## config.mk

```make
export PLATFORM = sky130hd
export DESIGN_NAME = bp_be_branch_resolve
export DESIGN_NICKNAME = d
export VERILOG_FILES = /design/src/rtl/bp_be_branch_resolve.sv
export SDC_FILE = /design/constraint.sdc
export NUM_CORES = 1
export LEC_CHECK = 0
export CORE_MARGIN = 10
export CORE_UTILIZATION = 33
export CTS_BUF_LIST = sky130_fd_sc_hd__clkbuf_4 sky130_fd_sc_hd__clkbuf_8
export DETAILED_ROUTE_END_ITERATION = 8
export MAX_ROUTING_LAYER = met4
export PLACE_DENSITY_LB_ADDON = 0.25
export SETUP_SLACK_MARGIN = 0.5
export SLEW_MARGIN = 10
export SYNTH_ARGS = -nofsm -noshare
export SYNTH_HDL_FRONTEND = slang
export SYNTH_SLANG_ARGS = --single-unit
```

## constraint.sdc

```tcl
create_clock -name clk_i -period 1.5 [get_ports clk_i]
set_clock_uncertainty 0.05 [all_clocks]
set_input_delay 0.3 -clock clk_i [delete_from_list [all_inputs] [get_ports clk_i]]
set_output_delay 0.3 -clock clk_i [all_outputs]
set_load 0.005 [all_outputs]
```

## src/rtl/bp_be_branch_resolve.sv

```systemverilog
// Branch resolution: compares resolved vs predicted next-PC, issues one redirect, squashes, drains.
// Optional statistics counters enabled by defining BP_BE_BRANCH_RESOLVE_STATS_EN.
module bp_be_branch_resolve #(
    parameter int vaddr_width_p  = 39,
    parameter int drain_cycles_p = 2,
    parameter int cnt_width_p    = 32
) (
    input  logic                     clk_i,
    input  logic                     reset_n_i,
    input  logic                     br_v_i,
    input  logic                     br_branch_i,
    input  logic                     br_btaken_i,
    input  logic [vaddr_width_p-1:0] br_npc_i,
    input  logic [vaddr_width_p-1:0] pred_npc_i,
    output logic                     redirect_v_o,
    input  logic                     redirect_ready_i,
    output logic [vaddr_width_p-1:0] redirect_npc_o,
    output logic                     redirect_taken_o,
    output logic                     squash_o,
    output logic                     busy_o,
    output logic [cnt_width_p-1:0]   br_cnt_o,
    output logic [cnt_width_p-1:0]   mispred_cnt_o
);

    typedef enum logic [1:0] {ST_IDLE, ST_REDIRECT, ST_DRAIN} state_e;

    state_e                   state_q, state_d;
    logic [vaddr_width_p-1:0] npc_q, npc_d;
    logic                     taken_q, taken_d;
    logic [3:0]               drain_q, drain_d;
    logic                     mispred;
    logic                     idle;

    assign mispred = br_v_i & (br_npc_i != pred_npc_i);
    assign idle    = (state_q == ST_IDLE);

    always_comb begin
        state_d = state_q;
        npc_d   = npc_q;
        taken_d = taken_q;
        drain_d = drain_q;
        case (state_q)
            ST_IDLE: begin
                if (mispred) begin
                    npc_d   = {br_npc_i[vaddr_width_p-1:1], 1'b0};
                    taken_d = br_btaken_i;
                    state_d = ST_REDIRECT;
                end
            end
            ST_REDIRECT: begin
                // Payload held until the frontend takes it; wrong-path packets ignored.
                if (redirect_ready_i) begin
                    if (drain_cycles_p == 0) begin
                        state_d = ST_IDLE;
                    end else begin
                        drain_d = 4'(drain_cycles_p - 1);
                        state_d = ST_DRAIN;
                    end
                end
            end
            ST_DRAIN: begin
                if (drain_q == 4'd0) state_d = ST_IDLE;
                else                 drain_d = drain_q - 4'd1;
            end
            default: state_d = ST_IDLE;
        endcase
    end

    always_ff @(posedge clk_i or negedge reset_n_i) begin
        if (!reset_n_i) begin
            state_q <= ST_IDLE;
            npc_q   <= '0;
            taken_q <= 1'b0;
            drain_q <= 4'd0;
        end else begin
            state_q <= state_d;
            npc_q   <= npc_d;
            taken_q <= taken_d;
            drain_q <= drain_d;
        end
    end

    // Squash is combinational in IDLE so same-cycle younger work dies with the mispredict.
    assign squash_o         = idle ? mispred : 1'b1;
    assign redirect_v_o     = (state_q == ST_REDIRECT);
    assign busy_o           = !idle;
    assign redirect_npc_o   = npc_q;
    assign redirect_taken_o = taken_q;

`ifdef BP_BE_BRANCH_RESOLVE_STATS_EN
    logic [cnt_width_p-1:0] br_cnt_q, br_cnt_d;
    logic [cnt_width_p-1:0] mis_cnt_q, mis_cnt_d;

    always_comb begin
        br_cnt_d  = br_cnt_q;
        mis_cnt_d = mis_cnt_q;
        if (idle && br_v_i && br_branch_i && !(&br_cnt_q)) br_cnt_d = br_cnt_q + 1'b1;
        if (idle && mispred && !(&mis_cnt_q))              mis_cnt_d = mis_cnt_q + 1'b1;
    end

    always_ff @(posedge clk_i or negedge reset_n_i) begin
        if (!reset_n_i) begin
            br_cnt_q  <= '0;
            mis_cnt_q <= '0;
        end else begin
            br_cnt_q  <= br_cnt_d;
            mis_cnt_q <= mis_cnt_d;
        end
    end

    assign br_cnt_o      = br_cnt_q;
    assign mispred_cnt_o = mis_cnt_q;
`else
    logic stats_unused;
    assign stats_unused  = br_branch_i;
    assign br_cnt_o      = '0;
    assign mispred_cnt_o = '0;
`endif

endmodule

```

==> run metrics <==
outcome complete, but fails checks; failing checks negative setup slack; Switching Fraction 31.4%; FFs w/ async S/R, synth 100%; DRC errors left 0; Final setup viols 47; Core Area 7850 sq um; post-route ant nets 0; yosys warns 0; r2r startpoint state_q[1]$_DFFE_PN0P_; CP Class input port to flop; Longest Clk Path Bufs 2; first-pass GRT wire length 12800 um; hold depth 2; Via Count 2192; startpoint types input port; # IOs 191; power share of the combinational group 56.7%; # nets final 516; share of cells above drive strength 1 51.2%; worst reg-to-reg path cell count 7; Final Critical Period 2090 ps; Worst-path clk slew 80 ps; Syn Area/Cell 11.5 sq um; grt ovf 0; die area 12200 sq um; Iter 0 DRT Violations 34; drt first pass iters 4; distinct cell type count after synthesis 22; CP required 1620 ps; CP arrival 2210 ps; htree depth 2; root buffer cell clkbuf_8; chip width 110 um; crit-path cells buf_2, xor2_1, nor4_4, buf_4, nand4_1, buf_4, o31ai_4, buf_6, buf_12, mux2_4; GPL Wtd Cong 0.765; number of flops mapped to enable cells by yosys 0; n_diodes 0; Yosys reg bits 45; highest cell delay on the worst timing path 310 ps; Mapped Area 2700 sq um; final worst slack -589 ps; r2r setup slk -190 ps; largest cells by area after synthesis dfrtp_1, buf_4, mux2_2; wire per inst 16.0 um; filler cell count 724; largest net degree at the start of global routing 46; hpwl dp 6410 um; Via-to-Cell Ratio 4.12; Final Hold Viols 0; Power Internal 4640 uW; worst r2r dst redirect_npc_o[22]$_DFFE_PN0P_; RSZ-0062 raised after global routing yes; Commonest cells post-synth buf_4, dfrtp_1, xor2_1; PortBufs 124; crit path capture type flop; Pins Over Slew Limit 0; register area 1130 sq um; Syn-to-layout area delta 66.7%; vias in the first global route 2393; cell area after placement 4050 sq um; wirelength, routed 8520 um; CTS tree done; initial antenna violation count 0; Max Fanout on Critical Path 8; Switch Pwr 2130 uW; Multi-input gate area 1600 sq um; Initial Utilization 34.4%; sequential area share after synthesis 41.7%; Sink Count 45; maximum vdd drop 0.000670 V; synthesized instance count 235; clk_lat worst skew 290 ps; CP startpoint pred_npc_i[26]; std cell rows 32; Sequential Power Share 32.0%; Crit-path slowest cell mux2_4; LEAKAGE 0.00239 uW; Die Height 110 um; utilization after layout 57.3%; CTS buffer count 5; Total GRT Usage 13.0%; Clock power frac 11.3%; pwr/cell area 1500 nW/um^2; post-synth top area cell dfrtp_1; Min-Delay Path Class input port to flop; CP most frequent cell buf_4; Max Freq 479 MHz; most frequent cell after synthesis buf_4; Post-synth top flop dfrtp_1; Yosys top cell area share 41.7%; Worst Setup EP redirect_npc_o[13]$_DFFE_PN0P_; period utilization 139%; Final Cell Area 4500 sq um; Max Cap Viol 0
-- worst min path at each step --
stage	start	slack, ps	endpoint
floorplan	reset_n_i	-50	drain_q[0]$_DFFE_PN0P_
global placement	reset_n_i	250	redirect_npc_o[15]$_DFFE_PN0P_
detailed placement	reset_n_i	250	redirect_npc_o[29]$_DFFE_PN0P_
CTS	br_npc_i[33]	180	redirect_npc_o[33]$_DFFE_PN0P_
global route	br_npc_i[33]	180	redirect_npc_o[33]$_DFFE_PN0P_
finish	br_npc_i[33]	190	redirect_npc_o[33]$_DFFE_PN0P_
-- placed cells by master, fill, tap and decap left out, types with 5 or more instances in the layout --
master,netlist,routed
clkbuf_8,0,6
clkbuf_2,0,11
dlygate4sd2_1,0,32
xor2_2,0,7
mux2_4,0,39
dfrtp_1,45,45
conb_1,1,65
buf_6,4,16
clkdlybuf4s15_1,0,6
buf_2,0,58
nor4_2,0,5
xor2_1,41,33
buf_4,65,51
-- metal layers --
metal | share of wire (%) | up-vias | global-route usage (%) | wire length [um]
li1 | - | 1031 | - | -
met1 | 39 | 1042 | 14.1 | 3350
met5 | 0 | - | - | 0
met3 | 11 | 2 | 6.75 | 907
met2 | 50 | 117 | 21.4 | 4240
met4 | 0.28 | 0 | 1.81 | 24
-- critical path, delay by kind of cell --
| kind | cells | cell delay, ps |
|---|---|---|
| muxes | 1 | 310 |
| buffers and inverters | 5 | 730 |
| AOI/OAI and AO/OA | 1 | 290 |
| xor gates and xnor gates | 1 | 170 |
| and+or+nand+nor | 2 | 400 |
-- flip-flops by register name (all words and copies together), names as in the netlist --
register / flops
redirect_npc_o: 38
state_q: 2
drain_q: 4
redirect_taken_o: 1
-- timing repair --
action / 4_1_cts / 5_1_grt
resized for setup: 366 / 69
endpoints found under the setup margin: 87 / 87
pin swaps: 31 / 19
hold buffers: 1 / 0
setup buffers: 17 / 15
hold endpoints to repair: 45 / 0
cloned: 2 / 2
-- power groups by stage --
stage	combinational, uW	clock [uW]	sequential (uW)
after floorplan	1260	0	2190
after global placement	2980	0	2130
after detailed placement	3010	0	2160
after CTS	3170	800	2150
after global routing	4160	850	2240
final	3840	767	2170
-- through the flow --
stage	hold WS [ps]	setup WS, ps	power (uW)	TNS, ps	instances
3_3_place_gp	253	-1220	5110	-49610	488
3_5_place_dp	252	-1270	5170	-51160	488
6_report	190	-589	6770	-23120	532
5_1_grt	179	-686	7250	-27550	532
2_1_floorplan	-45.6	-414	3450	-16290	299
4_1_cts	181	-587	6120	-23190	515
-- final cells by class --
type / count / area share (%)
clock buffers: 7 / 2.00
multi-input cells: 181 / 35.5
flip-flops and latches: 45 / 25.0
inverters: 4 / 0.334
well taps: 102 / 2.84
repair buffers: 193 / 34.3
-- cells by family after synthesis --
| group | after synthesis | share of synthesized area (%) |
|---|---|---|
| buffers and inverters | 73 | 20.3 |
| DFF | 45 | 41.7 |
| xor gates and xnor gates | 41 | 13.3 |
| muxes | 39 | 16.3 |
| and+or+nand+nor | 25 | 4.87 |
| AOI/OAI and AO/OA | 9 | 2.46 |
| adders and majority gates | 2 | 0.927 |
| other | 1 | 0.139 |
(Power assumes the default switching activity.)
